### config.mk
export PLATFORM = sky130hd
export DESIGN_NAME = average_sliding
export DESIGN_NICKNAME = d
export VERILOG_FILES = /design/src/rtl/average_sliding.sv
export SDC_FILE = /design/constraint.sdc
export NUM_CORES = 1
export LEC_CHECK = 0
export CORE_MARGIN = 10
export CORE_UTILIZATION = 30
export CTS_CLUSTER_DIAMETER = 100
export DETAILED_ROUTE_END_ITERATION = 10
export SYNTH_ARGS = -nofsm -noshare
export SYNTH_HDL_FRONTEND = slang
export SYNTH_SLANG_ARGS = --single-unit
### constraint.sdc
create_clock -name trigger -period 4.75 [get_ports trigger]
set_clock_uncertainty 0.15 [all_clocks]
set_input_delay 0.475 -clock trigger [delete_from_list [all_inputs] [get_ports trigger]]
set_output_delay 0.475 -clock trigger [all_outputs]
set_load 0.03 [all_outputs]
### src/rtl/average_sliding.sv
// Boxcar moving-average filter over the last 2^window_log2 unsigned samples.
// A running sum is kept: each trigger edge adds the new sample and removes the
// sample that falls out of the window. The output is the sum shifted down.
module average_sliding #(
  parameter int unsigned bitwidth_sample           = 12,
  parameter int unsigned window_log2               = 3,
  parameter int unsigned initial_accumulator_value = 0
) (
  input  logic                       trigger,
  input  logic                       reset,
  input  logic [bitwidth_sample-1:0] sample_value,
  output logic [bitwidth_sample-1:0] averaged_value
);

  localparam int unsigned n     = 1 << window_log2;
  localparam int unsigned acc_w = bitwidth_sample + window_log2;

  // Preload value per entry; the parameter's low bits are dropped so that the
  // sum always equals the sum of the buffer entries.
  localparam logic [acc_w-1:0]           init_acc_full = acc_w'(initial_accumulator_value);
  localparam logic [bitwidth_sample-1:0] preload       = init_acc_full[acc_w-1:window_log2];
  localparam logic [acc_w-1:0]           preload_acc   = {preload, {window_log2{1'b0}}};

  logic [bitwidth_sample-1:0] buf_q [n];
  logic [window_log2-1:0]     ptr_q, ptr_d;
  logic [acc_w-1:0]           acc_q, acc_d;
  logic [bitwidth_sample-1:0] old_sample;

  // Next-state: swap the oldest sample for the newest in the running sum.
  // old_sample is always a component of acc_q, so the difference never underflows.
  always_comb begin
    old_sample = buf_q[ptr_q];
    acc_d      = acc_q + acc_w'(sample_value) - acc_w'(old_sample);
    // Window length is a power of two, so the pointer wraps naturally.
    ptr_d      = ptr_q + 1'b1;
  end

  // State: sample history, write pointer and running sum.
  always_ff @(posedge trigger or negedge reset) begin
    if (!reset) begin
      for (int i = 0; i < n; i++) begin
        buf_q[i] <= preload;
      end
      ptr_q <= '0;
      acc_q <= preload_acc;
    end else begin
      buf_q[ptr_q] <= sample_value;
      ptr_q        <= ptr_d;
      acc_q        <= acc_d;
    end
  end

  // Output: truncating divide by the window length.
  assign averaged_value = acc_q[acc_w-1:window_log2];

endmodule

==> results.sh, run 1 <==
export IMPL_portBuffers=25
export IMPL_drtIter0Drc=275
export IMPL_die_h_um=161
export IMPL_worst_slew_pin_slew_ns=1.04
export IMPL_cts_buffers=17
export IMPL_ys_ff_latch=114
export IMPL_cts_sinks=114
export IMPL_post_route_period_util=0.893
export IMPL_yosysMostFrequentCell="dfrtp_1"
export IMPL_crit_family="compound AO/OA/AOI/OAI gates"
export IMPL_layout_min_cycle_time_ns=4.24
export IMPL_dr_pass1_iters=8
export IMPL_clk_pin_slew_worst_paths_ns=0.05
export IMPL_avgSynthCellArea_um2=10.8
export IMPL_wirelength_um=14000
export IMPL_start_kind="register"
export IMPL_postCtsSetupRepairBufs=0
export IMPL_holdBufCountCts=0
export IMPL_grt_total_usage=0.112
export IMPL_ant_nets=0
export IMPL_num_fill_cells=1962
export IMPL_status="finished clean"
export IMPL_die_area_um2=25900
export IMPL_fin_nets=611
export IMPL_synth_area_um2=5960
export IMPL_fp_row_count=51
export IMPL_synth_area_leaders="dfrtp_1, mux2_2, nand2_1"
export IMPL_hold_violations=0
export IMPL_dp_hpwl_um=9970
export IMPL_ys_warn_count=0
export IMPL_slowest_delay_ns=0.91
export IMPL_grt_max_degree=82
export IMPL_viasPerCell=4.84
export IMPL_power_uw=3870
export IMPL_ctsHtreeMaxLevel=4
export IMPL_fin_ws_ns=0.509
export IMPL_fin_hold_ws_ns=0.0763
export IMPL_crit_chain="nor2b_1 > and2_1 > a221oi_1 > o221ai_1 > fa_1 > inv_1 > ha_1 > a21oi_1 > o21ai_2 > nor3b_1 > a2111oi_0 > o311ai_0"
export IMPL_grt_antenna_before_repair=0
export IMPL_diodes=0
export IMPL_critPathLaunch="ptr_q[2]$_DFF_PN0_"
export IMPL_io_pins=26
export IMPL_netlist_instances=551
export IMPL_p_leak_uw=0.00311
export IMPL_drive_above_1_share=0.192
export IMPL_num_vias=4099
export IMPL_drc=0
export IMPL_cts_resized=0
export IMPL_synth_top_area_share=0.479
export IMPL_ys_seq_area_frac=0.479
export IMPL_area_delta_synth_final_pct=17.8
export IMPL_synthFlopType="dfrtp_1"
export IMPL_core_area_um2=19500
export IMPL_cap_violations=0
export IMPL_synth_common_cells="dfrtp_1, nand2_1, mux2_2"
export IMPL_final_cell_area_um2=7020
export IMPL_cp_end_kind="register"
export IMPL_clk_path_buf_depth=2
export IMPL_synth_distinct_cells=55
export IMPL_dp_slack_ns=0.323
export IMPL_max_freq_ghz=0.236
export IMPL_setup_tns_final_ns=0
export IMPL_rr_startpoint="ptr_q[2]$_DFF_PN0_"
export IMPL_hold_path_class="in -> async"
export IMPL_finalSetupViolations=0
export IMPL_crit_fanout=19
export IMPL_arrival_ns=4.35
export IMPL_crit_buf_inv=1
export IMPL_rsz0062_at_grt="no"
export IMPL_cellPowerDensity_nw_per_um2=551
export IMPL_cts_tree="yes"
export IMPL_grt_pass1_wl_um=22900
export IMPL_die_w_um=161
export IMPL_start_util=0.305
export IMPL_wl_per_cell_um=16.5
export IMPL_overflow=0
export IMPL_syn_num_nets=593
export IMPL_cp_required_ns=4.86
export IMPL_cp_slowest_cell="dfrtp_1"
export IMPL_clock_latency_ns=0.42
export IMPL_synth_edf_count=0
export IMPL_peakVddDrop_mv=0.225
export IMPL_yosysTopAreaCell="dfrtp_1"
export IMPL_slew_viol_final=0
export IMPL_dpl_cell_area_um2=6390
export IMPL_gp_congestion=0.822
export IMPL_critPathKind="reg -> reg"
export IMPL_relSlewSlack=0.309
export IMPL_cts_root_buf="clkbuf_16"
export IMPL_synth_async_reset_ratio=1.00
export IMPL_first_global_vias=4251
## cells in the final DEF, fill, tap and decap left out, drive strengths merged, types with 3 or more instances in the layout
| cell | instances |
|---|---|
| dfrtp | 114 |
| nand2 | 71 |
| inv | 54 |
| mux2 | 52 |
| o21ai | 51 |
| clkdlybuf4s50 | 24 |
| clkbuf | 21 |
| a21oi | 19 |
| a22oi | 16 |
| ha | 16 |
| nor2 | 14 |
| buf | 13 |
| mux2i | 12 |
| fa | 12 |
| xnor2 | 10 |
| nand3 | 8 |
| nor2b | 6 |
| a21o | 5 |
| a221oi | 5 |
| nor3 | 5 |
| clkinv | 5 |
| a22o | 4 |
| and3 | 4 |
| nor3b | 4 |
| and2 | 3 |
| nand4 | 3 |
| o21a | 3 |
| bufinv | 3 |
## final timing paths
path | endpoint | slack, ns | cells after the start
setup / recovery | acc_q[11]$_DFF_PN0_ | 0.51 | 12
hold / removal | buf_q[70]$_DFFE_PN0P_ | 0.08 | 1
setup reg to reg | acc_q[11]$_DFF_PN0_ | 0.51 | 12
hold reg to reg | buf_q[28]$_DFFE_PN0P_ | 0.33 | 2
max in group asynchronous | acc_q[1]$_DFF_PN0_ | 3.27 | 2
min in group trigger | buf_q[28]$_DFFE_PN0P_ | 0.33 | 2
## cell families after synthesis
group / synth area share
simple gates: 0.0979
compound gates: 0.133
xor+xnor: 0.0176
flops: 0.479
mux: 0.126
buf+inv: 0.0721
fa+ha+maj: 0.0739
## flip-flops by register name (all words and copies together) (netlist names)
signal and flops:
acc_q 15, buf_q 96, ptr_q 3
## metal layers
metal | vias up | GRT usage | part of all wire
met4 | 0 | 0.0414 | 0.016
met3 | 15 | 0.0291 | 0.032
met1 | 2090 | 0.139 | 0.46
li1 | 1927 | - | -
met2 | 67 | 0.184 | 0.50
met5 | - | 0 | 0
## layout make-up
class	count	area (µm²)	area share
inverter	52	198	0.0282
clock buffer	21	470	0.0670
clock inverter	11	151	0.0216
multi-input combinational	347	2670	0.381
tap	265	332	0.0473
timing repair buffer	37	338	0.0481
sequential	114	2850	0.407
## report_power, final
part	internal, µW	switching (µW)
sequential	1100	62.1
clock	869	459
combinational	597	781
## worst register-to-register path, cell delays in order (launching register included)
cell and delay (ns):
dfrtp_1 0.91, nor2b_1 0.42, and2_1 0.43, a221oi_1 0.15, o221ai_1 0.16, fa_1 0.46, inv_1 0.07, ha_1 0.28
a21oi_1 0.15, o21ai_2 0.27, nor3b_1 0.09, a2111oi_0 0.36, o311ai_0 0.19
## metrics by stage
step                std cells  utilization
detailed placement        815        0.327
global placement          815        0.327
global route              847        0.359
floorplan                 551            -
CTS                       847        0.359
finish                    847        0.359
(Power assumes the default switching activity.)
==> run 2: changes to the inputs <==
--- a/config.mk
+++ b/config.mk
@@ -5,10 +5,11 @@
 export SDC_FILE = /design/constraint.sdc
 export NUM_CORES = 1
 export LEC_CHECK = 0
+export CAP_MARGIN = 40
 export CORE_MARGIN = 10
 export CORE_UTILIZATION = 30
-export CTS_CLUSTER_DIAMETER = 100
 export DETAILED_ROUTE_END_ITERATION = 10
+export SLEW_MARGIN = 20
 export SYNTH_ARGS = -nofsm -noshare
 export SYNTH_HDL_FRONTEND = slang
 export SYNTH_SLANG_ARGS = --single-unit
==> run 2 against run 1 <==
  * Clock power is 9.8% lower
  * Global-route usage barely moved
  * Via count grew 0.68%
  * Cell count is 0.59% higher
  * Core utilization increased by 0.12 points
  * Setup slack got worse by 0.0079 ns
  * Non-clock buffer count increased by 5
  * First-iteration DRC count is 3.6% lower
  * Critical endpoint is now acc_q[14]$_DFF_PN0_
==> results.sh, run 2 (same netlist as run 1, synthesis figures left out) <==
export IMPL_comb_power_share=0.370
export IMPL_cp_end_kind="register"
export IMPL_grt_antenna_before_repair=0
export IMPL_seqPwrFrac=0.310
export IMPL_num_vias=4127
export IMPL_wl_per_cell_um=16.5
export IMPL_largest_reg_flops=96
export IMPL_viasPerCell=4.84
export IMPL_power_switching_uw=1320
export IMPL_cts_tree="yes"
export IMPL_p_int_uw=2420
export IMPL_overflow=0
export IMPL_dp_slack_ns=0.514
export IMPL_fin_cells=852
export IMPL_io_pins=26
export IMPL_rsz0062_at_grt="no"
export IMPL_die_w_um=161
export IMPL_diodes=0
export IMPL_peakVddDrop_mv=0.210
export IMPL_gp_congestion=0.822
export IMPL_mostFrequentLayoutCells="dfrtp_1, nand2_1, mux2_2"
export IMPL_crit_fanout=19
export IMPL_portBuffers=25
export IMPL_grt_pass1_wl_um=22900
export IMPL_reg2reg_slack_ns=0.50
export IMPL_drive_above_1_share=0.196
export IMPL_grt_max_degree=56
export IMPL_worst_slew_pin_slew_ns=0.839
export IMPL_cellPowerDensity_nw_per_um2=531
export IMPL_post_place_cells=818
export IMPL_hold_violations=0
export IMPL_fin_ws_ns=0.501
export IMPL_die_h_um=161
export IMPL_clk_pin_slew_worst_paths_ns=0.06
export IMPL_cap_violations=0
export IMPL_arrival_ns=4.44
export IMPL_clk_path_buf_depth=2
export IMPL_status="finished clean"
export IMPL_core_area_um2=19500
export IMPL_cts_buffers=17
export IMPL_post_route_period_util=0.894
export IMPL_holdBufCountCts=1
export IMPL_area_delta_synth_final_pct=18.2
export IMPL_cts_root_buf="clkbuf_16"
export IMPL_first_global_vias=4211
export IMPL_clock_latency_ns=0.42
export IMPL_start_util=0.305
export IMPL_hold_path_class="reg -> reg"
export IMPL_dr_pass1_iters=7
export IMPL_cts_sinks=114
export IMPL_final_common_cell="dfrtp_1"
export IMPL_dp_hpwl_um=10200
export IMPL_max_freq_ghz=0.235
export IMPL_top_regs="buf_q x96, acc_q x15, ptr_q x3"
export IMPL_slew_viol_final=0
export IMPL_wirelength_um=14000
export IMPL_finalSetupViolations=0
export IMPL_die_area_um2=25900
export IMPL_ctsHtreeMaxLevel=4
export IMPL_switching_share=0.352
export IMPL_grt_total_usage=0.112
export IMPL_drc=0
export IMPL_drtIter0Drc=265
export IMPL_final_cell_area_um2=7040
export IMPL_start_kind="register"
export IMPL_postCtsSetupRepairBufs=0
export IMPL_cp_required_ns=4.94
export IMPL_clock_power_share=0.320
export IMPL_fin_nets=616
export IMPL_cts_resized=0
export IMPL_relSlewSlack=0.441
export IMPL_ant_nets=0
export IMPL_p_leak_uw=0.00312
export IMPL_critPathKind="reg -> reg"
export IMPL_dpl_cell_area_um2=6450
export IMPL_fp_row_count=51
export IMPL_layout_min_cycle_time_ns=4.25
export IMPL_setup_tns_final_ns=0
export IMPL_largest_register="buf_q"
==> run 2: cell count changes in the layout (fill, tap and decap cells not counted) <==
cell	delta
buf_8	+3
clkinv_4	+4
dfrtp_2	-1
buf_16	+1
clkbuf_8	-3
dfrtp_1	+1
inv_8	+1
inv_6	-1
dlygate4sd3_1	+1
bufinv_16	-2
clkinv_2	+1
==> run 2: layer usage <==
metal | GRT usage | share of wire | wire length, µm | vias up
met2 | 0.181 | 0.49 | 6870 | 121
li1 | - | - | - | 1945
met1 | 0.139 | 0.44 | 6200 | 2038
met4 | 0.0567 | 0.022 | 315 | 0
met3 | 0.0228 | 0.045 | 628 | 23
met5 | 0 | 0 | 0 | -
==> run 2: layout make-up <==
cell class | instances | area [µm²]
clock buffers | 18 | 429
clock inverters | 14 | 134
fillers | 1948 | 12500
inverters | 52 | 198
multi-input cells | 347 | 2670
flip-flops and latches | 114 | 2850
well taps | 265 | 332
repair buffers | 42 | 420
==> run 2: critical path, stage by stage (launching register included) <==
cell and delay, ns:
dfrtp_1 0.89, nor2b_1 0.27, and2_1 0.31, a22o_1 0.20, a221oi_1 0.20, nand3_1 0.12
ha_1 0.29, inv_1 0.04, ha_1 0.19, fa_1 0.41, a21o_1 0.22, a221oi_4 0.36
o221ai_1 0.17, a21oi_1 0.20, xnor2_1 0.13
==> run 2: path summary, 6_finish.rpt <==
kind,depth (start not counted),startpoint,to
worst max register to register,14,ptr_q[0]$_DFF_PN0_,acc_q[14]$_DFF_PN0_
max in group asynchronous,4,reset,buf_q[1]$_DFFE_PN0P_
worst min register to register,2,buf_q[17]$_DFFE_PN0P_,buf_q[17]$_DFFE_PN0P_
min in group asynchronous,2,reset,buf_q[70]$_DFFE_PN0P_
worst max-delay path,14,ptr_q[0]$_DFF_PN0_,acc_q[14]$_DFF_PN0_
worst min-delay path,2,buf_q[17]$_DFFE_PN0P_,buf_q[17]$_DFFE_PN0P_
==> run 2: through the flow <==
| step | power [µW] | utilization | hold slack, ns |
|---|---|---|---|
| CTS | 3790 | 0.360 | 0.332 |
| global placement | 2530 | 0.327 | 0.308 |
| finish | 3740 | 0.361 | 0.332 |
| detailed placement | 2570 | 0.330 | 0.273 |
| global route | 4000 | 0.361 | 0.348 |
| floorplan | 2290 | - | 0.0294 |
==> run 2: power groups by stage <==
stage               Sequential (µW)  Clock (µW)  Combinational (µW)
global route                   1170        1260                1560
detailed placement             1170           0                1390
finish                         1160        1200                1380
global placement               1180           0                1350
floorplan                      1160           0                1130
CTS                            1160        1220                1400
